[config.mk]
export PLATFORM = sky130hd
export DESIGN_NAME = id_ex_stage
export DESIGN_NICKNAME = d
export VERILOG_FILES = /design/src/rtl/ex_pkg.sv /design/src/rtl/alu_ctrl.sv /design/src/rtl/id_ex_stage.sv
export SDC_FILE = /design/constraint.sdc
export NUM_CORES = 1
export LEC_CHECK = 0
export CORE_AREA = 2 2 122 124
export DETAILED_ROUTE_END_ITERATION = 10
export DIE_AREA = 0 0 124 126
export PLACE_DENSITY = 0.78
export SETUP_SLACK_MARGIN = 0.3
export SYNTH_ARGS = -nofsm -noshare
export SYNTH_HDL_FRONTEND = slang
export SYNTH_SLANG_ARGS = --single-unit
[constraint.sdc]
create_clock -name clk -period 5.8 [get_ports clk]
set_input_delay 1.74 -clock clk [delete_from_list [all_inputs] [get_ports clk]]
set_output_delay 1.74 -clock clk [all_outputs]
set_load 0.005 [all_outputs]
[src/rtl/ex_pkg.sv]
// rtl/ex_pkg.sv - ALU opcode, ALUOp and funct encodings shared by the ID/EX stage
package ex_pkg;

    localparam logic [3:0] ALU_AND = 4'b0000;
    localparam logic [3:0] ALU_OR  = 4'b0001;
    localparam logic [3:0] ALU_ADD = 4'b0010;
    localparam logic [3:0] ALU_SUB = 4'b0110;
    localparam logic [3:0] ALU_SLT = 4'b0111;
    localparam logic [3:0] ALU_NOR = 4'b1100;
    localparam logic [3:0] ALU_BAD = 4'b1111;

    localparam logic [1:0] ALUOP_ADD   = 2'b00;
    localparam logic [1:0] ALUOP_SUB   = 2'b01;
    localparam logic [1:0] ALUOP_FUNCT = 2'b10;
    localparam logic [1:0] ALUOP_OR    = 2'b11;

    localparam logic [5:0] FUNCT_ADD = 6'b100000;
    localparam logic [5:0] FUNCT_SUB = 6'b100010;
    localparam logic [5:0] FUNCT_AND = 6'b100100;
    localparam logic [5:0] FUNCT_OR  = 6'b100101;
    localparam logic [5:0] FUNCT_SLT = 6'b101010;
    localparam logic [5:0] FUNCT_NOR = 6'b100111;

endpackage

[src/rtl/alu_ctrl.sv]
// rtl/alu_ctrl.sv - combinational ALUOp/funct to 4-bit ALU opcode decode
module alu_ctrl
    import ex_pkg::*;
(
    input  logic [1:0] alu_op_sel,
    input  logic [5:0] funct,
    output logic [3:0] ctrl
);

    always_comb begin
        ctrl = ALU_BAD;
        case (alu_op_sel)
            ALUOP_ADD: ctrl = ALU_ADD;
            ALUOP_SUB: ctrl = ALU_SUB;
            ALUOP_OR:  ctrl = ALU_OR;
            default: begin
                case (funct)
                    FUNCT_ADD: ctrl = ALU_ADD;
                    FUNCT_SUB: ctrl = ALU_SUB;
                    FUNCT_AND: ctrl = ALU_AND;
                    FUNCT_OR:  ctrl = ALU_OR;
                    FUNCT_SLT: ctrl = ALU_SLT;
                    FUNCT_NOR: ctrl = ALU_NOR;
                    default:   ctrl = ALU_BAD;
                endcase
            end
        endcase
    end

endmodule

[src/rtl/id_ex_stage.sv]
// rtl/id_ex_stage.sv - ID/EX pipeline register with operand forwarding and load-use detect
// Define ID_EX_FORWARDING_EN to enable EX/MEM and MEM/WB operand forwarding.
module id_ex_stage
    import ex_pkg::*;
#(
    parameter int DATA_W = 32
) (
    input  logic              clk,
    input  logic              rst,
    input  logic              in_valid,
    input  logic              stall,
    input  logic              flush,
    input  logic [DATA_W-1:0] id_rs_data,
    input  logic [DATA_W-1:0] id_rt_data,
    input  logic [DATA_W-1:0] id_imm,
    input  logic [4:0]        id_rs,
    input  logic [4:0]        id_rt,
    input  logic [4:0]        id_rd,
    input  logic [1:0]        id_alu_op,
    input  logic [5:0]        id_funct,
    input  logic              id_alu_src,
    input  logic              id_reg_dst,
    input  logic              id_reg_write,
    input  logic              id_mem_read,
    input  logic              id_mem_write,
    input  logic              id_mem_to_reg,
    input  logic              exmem_reg_write,
    input  logic [4:0]        exmem_rd,
    input  logic [DATA_W-1:0] exmem_result,
    input  logic              memwb_reg_write,
    input  logic [4:0]        memwb_rd,
    input  logic [DATA_W-1:0] memwb_result,
    output logic [DATA_W-1:0] alu_a,
    output logic [DATA_W-1:0] alu_b,
    output logic [3:0]        alu_op,
    output logic              ex_valid,
    output logic [DATA_W-1:0] ex_rt_data,
    output logic [4:0]        ex_dest,
    output logic              ex_reg_write,
    output logic              ex_mem_read,
    output logic              ex_mem_write,
    output logic              ex_mem_to_reg,
    output logic              load_hazard
);

    logic [3:0]        dec_op;
    logic [DATA_W-1:0] rs_q, rt_q, imm_q;
    logic [4:0]        ex_rs, ex_rt;
    logic              alu_src_q;
    logic [DATA_W-1:0] fwd_rs, fwd_rt;

    alu_ctrl u_alu_ctrl (
        .alu_op_sel (id_alu_op),
        .funct      (id_funct),
        .ctrl       (dec_op)
    );

    always_ff @(posedge clk or posedge rst) begin
        if (rst) begin
            ex_valid      <= 1'b0;
            ex_reg_write  <= 1'b0;
            ex_mem_read   <= 1'b0;
            ex_mem_write  <= 1'b0;
            ex_mem_to_reg <= 1'b0;
            ex_dest       <= '0;
            alu_op        <= ALU_AND;
            rs_q          <= '0;
            rt_q          <= '0;
            imm_q         <= '0;
            ex_rs         <= '0;
            ex_rt         <= '0;
            alu_src_q     <= 1'b0;
        end else if (flush) begin
            // Bubble: only validity and side-effecting controls matter here
            ex_valid      <= 1'b0;
            ex_reg_write  <= 1'b0;
            ex_mem_read   <= 1'b0;
            ex_mem_write  <= 1'b0;
            ex_mem_to_reg <= 1'b0;
        end else if (!stall) begin
            ex_valid      <= in_valid;
            ex_reg_write  <= id_reg_write & in_valid;
            ex_mem_read   <= id_mem_read & in_valid;
            ex_mem_write  <= id_mem_write & in_valid;
            ex_mem_to_reg <= id_mem_to_reg & in_valid;
            ex_dest       <= id_reg_dst ? id_rd : id_rt;
            alu_op        <= dec_op;
            rs_q          <= id_rs_data;
            rt_q          <= id_rt_data;
            imm_q         <= id_imm;
            ex_rs         <= id_rs;
            ex_rt         <= id_rt;
            alu_src_q     <= id_alu_src;
        end
    end

`ifdef ID_EX_FORWARDING_EN
    // MEM/WB applied first so a matching EX/MEM (younger result) overrides it
    always_comb begin
        fwd_rs = rs_q;
        if (memwb_reg_write && (memwb_rd != 5'd0) && (memwb_rd == ex_rs)) fwd_rs = memwb_result;
        if (exmem_reg_write && (exmem_rd != 5'd0) && (exmem_rd == ex_rs)) fwd_rs = exmem_result;
    end

    always_comb begin
        fwd_rt = rt_q;
        if (memwb_reg_write && (memwb_rd != 5'd0) && (memwb_rd == ex_rt)) fwd_rt = memwb_result;
        if (exmem_reg_write && (exmem_rd != 5'd0) && (exmem_rd == ex_rt)) fwd_rt = exmem_result;
    end
`else
    logic unused_fwd;
    assign unused_fwd = ^{exmem_reg_write, exmem_rd, exmem_result,
                          memwb_reg_write, memwb_rd, memwb_result, ex_rs, ex_rt};
    assign fwd_rs = rs_q;
    assign fwd_rt = rt_q;
`endif

    assign alu_a      = fwd_rs;
    assign alu_b      = alu_src_q ? imm_q : fwd_rt;
    assign ex_rt_data = fwd_rt;

    assign load_hazard = ex_valid & ex_mem_read & (ex_dest != 5'd0) &
                         ((ex_dest == id_rs) | (ex_dest == id_rt));

endmodule

==> results of run 1 <==
## cell families (layout without fill, tap and decap cells)
group	count (synthesis)	after routing	synth area share [%]
flops	111	111	53.9
compound gates	21	21	2.35
buf+inv	21	262	4.73
simple gates	29	29	3.11
mux	136	136	34.3
xor+xnor	10	10	1.70
## how the worst max path moves through the flow
| stage | start | endpoint |
|---|---|---|
| finish | id_rt[0] | load_hazard |
| detailed placement | id_rt[0] | load_hazard |
| CTS | id_rt[0] | load_hazard |
| floorplan | rst | alu_a[0] |
| global placement | id_rt[0] | load_hazard |
| global route | id_rt[0] | load_hazard |
## routing by layer
metal | vias up | track usage [%]
li1 | 1633 | -
met1 | 1759 | 18.9
met2 | 135 | 28.3
met3 | 24 | 5.75
met4 | 0 | 6.87
met5 | - | 0
## layout by cell type (no fill, tap or decap), types with 2 or more instances in the layout
| cell type | n |
|---|---|
| nand2b_1 | 2 |
| o21ai_0 | 3 |
| mux2_4 | 65 |
| nand4b_1 | 2 |
| nor3_1 | 2 |
| xor2_1 | 6 |
| clkbuf_8 | 2 |
| nor2_1 | 13 |
| xnor2_1 | 4 |
| mux2i_1 | 7 |
| a22oi_1 | 3 |
| buf_4 | 3 |
| a31oi_1 | 2 |
| clkdlybuf4s50_1 | 240 |
| nand2_1 | 2 |
| dfrtp_1 | 111 |
| mux2_2 | 64 |
| inv_6 | 3 |
| clkbuf_16 | 9 |
| nand3_1 | 2 |
| a21oi_1 | 10 |
## synthesized netlist by cell type, types with 2 or more instances
master / number / share of area [%]
buf_12: 8 / 3.1
a21oi_1: 10 / 0.97
xor2_1: 6 / 1.0
mux2_2: 64 / 14
nand2b_1: 2 / 0.24
xnor2_1: 4 / 0.68
nor2_1: 13 / 0.95
dfrtp_1: 111 / 54
nand2_1: 2 / 0.15
buf_2: 4 / 0.39
nand3_1: 2 / 0.19
buf_4: 4 / 0.58
mux2_4: 65 / 19
inv_1: 2 / 0.15
nor3_1: 2 / 0.19
nand4b_1: 2 / 0.34
buf_6: 2 / 0.44
mux2i_1: 7 / 1.4
a22oi_1: 3 / 0.44
o21ai_0: 3 / 0.29
a31oi_1: 2 / 0.24
## power by group
part	total (mW)	switching (mW)	internal, mW
registers	0.963	0.0796	0.883
clock network	0.613	0.294	0.319
logic	0.652	0.185	0.467
## cell type report
cell class,count,area [um^2],share of cell area [%]
clock buffers,11,253,3.20
clock inverters,5,38.8,0.492
inverters,2,10.0,0.127
multi-input cells,196,2140,27.1
flip-flops and latches,111,2780,35.2
well taps,184,230,2.92
repair buffers,244,2440,31.0
## stage by stage
step / hold WS (ns) / cell area, um^2 / util [%] / power (mW) / setup slack, ns
after CTS: 0.508 / 7890 / 55.1 / 2.26 / 0.733
after global routing: 0.517 / 7890 / 55.1 / 2.34 / 0.654
after global placement: 0.485 / 7600 / 53.1 / 1.62 / 0.722
after floorplan: 0.475 / 5160 / - / 1.25 / 1.13
after detailed placement: 0.489 / 7600 / 53.1 / 1.64 / 0.732
final: 0.505 / 7890 / 55.1 / 2.23 / 0.729
==> flow_summary.yaml, run 1 <==
outcome:
  status: "finished clean"
synth:
  syn-instance-count: 328
  ys_seq_elements: 111
  synthDistinctLibCells: 31
  syn_area_um2: 5160
  synthFlopType: "dfrtp_1"
  avgSynthCellArea_um2: 15.7
  syn_nets: 534
  synth-edff-count: 0
  synthArstFlopShare_pct: 100
  ys_seq_area_share_pct: 53.9
  yosys_warnings: 0
routing:
  wl_per_cell_um: 17.1
  viasPerCell: 4.72
  route.met3.wl_um: 1040
  dr.pass1.iters: 4
  met2_wirelength_um: 6480
  wl_met1_um: 5000
  vias: 3551
  wirelength_um: 12900
  highest_layer: "met4"
  postRouteAntennaNets: 0
  drt-initial-drc-count: 141
  drc: 0
grt:
  grt_max_degree: 78
  grt_antenna_before_repair: 0
  grt_use_total_pct: 16.6
  gr-total-overflow: 0
  grt_pass1_vias: 3857
  grt_pass1_wl_um: 20100
floorplan:
  coreArea_um2: 14300
  die_height_um: 126
  io_pins: 317
  initial_utilization_pct: 36.0
  dieArea_um2: 15600
  rows: 44
  die_w_um: 124
pwr:
  peakVddDrop_mv: 0.226
  cellPowerDensity_nw_per_um2: 282
  p_leak_nw: 3.32
setup_path:
  regToRegSetupSlack_ns: 4.34
  required_ns: 4.06
  crit_top_cell: "clkdlybuf4s50_1"
  r2r_cells: 2
  slowest_delay_ns: 0.52
  critPathCaptureType: "output port"
  critical_path_class: "input port to output port"
  r2r-start: "alu_src_q"
  critical_path.max_fanout: 2
  critPathBufInv: 2
  critPathArrivalTime_ns: 3.33
  path_delay_family: "buffers and inverters"
  start_kind: "input port"
  r2r-end: "alu_src_q"
  cp_cell_sequence: "clkdlybuf4s50_1 -> xor2_1 -> nor3_1 -> nand3_1 -> a21oi_1 -> clkdlybuf4s50_1"
  cp_num_cells: 6
  cpMaxStageDelayCell: "clkdlybuf4s50_1"
layout:
  drive_above_1_share_pct: 26.7
  final_cell_count_no_fill: 753
  nFillCells: 1175
  area_delta_synth_final_pct: 53.0
  diodes: 0
  fin_nets: 770
placement:
  hpwl_um: 9410
  gp_congestion: 0.807
  io_buffer_count: 240
  dp.cells: 737
sta:
  hold_violations: 0
  fin_skew_ns: 0
  fmax_mhz: 197
  max_slew_margin_pct: 36.9
  min_period_ns: 5.07
  worstMarginPinSlew_ns: 0.946
  maxSlewViolCount: 0
  timing.setup.tns_ns: 0
  fin_crit_sh_pct: 87.4
  finalSetupViolCount: 0
  grt_setup_unrepaired: "no"
clock_tree:
  ctsHoldBuffers: 0
  cts_max_level: 3
  cts_num_sinks: 111
  clk_root_buffer_cell: "clkbuf_16"
  clockBufferDepth: 2
  ctsResizeCount: 0
  post_cts_buffers: 0
  insertion_delay_ns: 0.35
  path_clk_slew_ns: 0.07
  cts_buffers: 9
  tritoncts: "yes"
min_path:
  hold_path_depth: 1
  hold_class: "register to register"
  min_from: "imm_q[8]"
  holdPathEnd: "imm_q[8]"
run:
  max_cap_viol_count: 0
(Power assumes the default switching activity.)
==> run 2, diff against run 1 <==
--- a/config.mk
+++ b/config.mk
@@ -8,6 +8,7 @@
 export CORE_AREA = 2 2 122 124
 export DETAILED_ROUTE_END_ITERATION = 10
 export DIE_AREA = 0 0 124 126
+export MAX_ROUTING_LAYER = met4
 export PLACE_DENSITY = 0.78
 export SETUP_SLACK_MARGIN = 0.3
 export SYNTH_ARGS = -nofsm -noshare
==> run 2 against run 1 <==
  * Clock skew unchanged
  * Clock power is essentially flat
  * Routed wire length is 0.21% lower
  * Non-clock buffer count unchanged
  * Core utilization stayed put
  * Largest cell class unchanged
==> flow_summary.yaml, run 2 (synthesis results as in run 1) <==
clock_tree:
  post_cts_buffers: 0
  cts_num_sinks: 111
  clockBufferDepth: 2
  ctsHoldBuffers: 0
  cts_max_level: 3
  tritoncts: "yes"
  ctsResizeCount: 0
  cts_buffers: 9
  clk_root_buffer_cell: "clkbuf_16"
  path_clk_slew_ns: 0.07
  insertion_delay_ns: 0.35
setup_path:
  critPathArrivalTime_ns: 3.33
  r2r-start: "alu_src_q"
  crit_top_cell: "clkdlybuf4s50_1"
  cp_cell_sequence: "clkdlybuf4s50_1 -> xor2_1 -> nor3_1 -> nand3_1 -> a21oi_1 -> clkdlybuf4s50_1"
  path_delay_family: "buffers and inverters"
  r2r_cells: 2
  regToRegSetupSlack_ns: 4.34
  required_ns: 4.06
  critPathBufInv: 2
  critical_path_class: "input port to output port"
  cp_num_cells: 6
  critical_path.max_fanout: 2
  r2r-end: "alu_src_q"
  critPathCaptureType: "output port"
  slowest_delay_ns: 0.52
  cpMaxStageDelayCell: "clkdlybuf4s50_1"
  endpoint: "load_hazard"
  start_kind: "input port"
  crit_path_start: "id_rt[0]"
sta:
  max_slew_margin_pct: 37.5
  hold_violations: 0
  min_period_ns: 5.07
  fin_ws_ns: 0.729
  fin_skew_ns: 0
  fmax_mhz: 197
  fin_crit_sh_pct: 87.4
  maxSlewViolCount: 0
  worstMarginPinSlew_ns: 0.938
  whs_ns: 0.505
  finalSetupViolCount: 0
  timing.setup.tns_ns: 0
  grt_setup_unrepaired: "no"
grt:
  grt_pass1_wl_um: 20000
  grt_pass1_vias: 3869
  grt_max_degree: 78
  grt_use_total_pct: 17.1
  gr-total-overflow: 0
  grt_antenna_before_repair: 0
pwr:
  total_power_mw: 2.23
  peakVddDrop_mv: 0.225
  cellPowerDensity_nw_per_um2: 282
  p_leak_nw: 3.32
floorplan:
  coreArea_um2: 14300
  dieArea_um2: 15600
  rows: 44
  die_height_um: 126
  die_w_um: 124
  initial_utilization_pct: 36.0
  io_pins: 317
layout:
  fin_area_um2: 7890
  area_delta_synth_final_pct: 53.0
  layout_commonest_cell: "clkdlybuf4s50_1"
  layout_common_cells: "240 x clkdlybuf4s50_1, 111 x dfrtp_1, 65 x mux2_4, 64 x mux2_2, 13 x nor2_1"
  drive_above_1_share_pct: 26.7
  fin_nets: 770
  diodes: 0
placement:
  preCtsSetupSlack_ns: 0.732
  dpl_cell_area_um2: 7600
  gp_congestion: 0.819
  io_buffer_count: 240
  hpwl_um: 9410
routing:
  postRouteAntennaNets: 0
  wirelength_um: 12800
  drc: 0
  wl_per_cell_um: 17.0
  dr.pass1.iters: 4
  vias: 3558
  viasPerCell: 4.73
  drt-initial-drc-count: 115
min_path:
  hold_class: "register to register"
  hold_path_depth: 1
run:
  max_cap_viol_count: 0
outcome:
  status: "finished clean"
[run 2: cell counts in the layout (fill, tap and decap cells not counted)]
Identical to the previous run, type by type.
[run 2: worst min-delay path by stage]
stage                    from   endpoint  slack, ns
finish               imm_q[8]   imm_q[8]       0.50
global route        imm_q[12]  imm_q[12]       0.52
CTS                 imm_q[12]  imm_q[12]       0.51
detailed placement  imm_q[11]  imm_q[11]       0.49
global placement     imm_q[6]   imm_q[6]       0.48
floorplan            imm_q[0]   imm_q[0]       0.47
[run 2: final cells by class]
class                      count  area (um^2)
clock buffer                  11          253
fill                        1175         6420
inverter                       2         10.0
tap                          184          230
timing repair buffer         244         2440
multi-input combinational    196         2140
clock inverter                 5         38.8
sequential                   111         2780
[run 2: metal layers]
layer	global-route usage, %	share of wire [%]
met5	-	0
met4	7.07	2.9
met3	5.16	7.4
met2	28.2	50
met1	19.3	40
[run 2: power breakdown]
part | internal (mW) | switching, mW
logic | 0.467 | 0.185
clock network | 0.319 | 0.293
registers | 0.883 | 0.0797
[run 2: metrics by stage]
stage               util, %  std cells
global placement       53.1        737
finish                 55.1        753
detailed placement     53.1        737
floorplan                 -        328
global route           55.1        753
CTS                    55.1        753
[run 2: worst reg2reg max path: stages (launching register included)]
cell and delay (ns):
dfrtp_1 0.77, buf_4 0.41, mux2_2 0.22
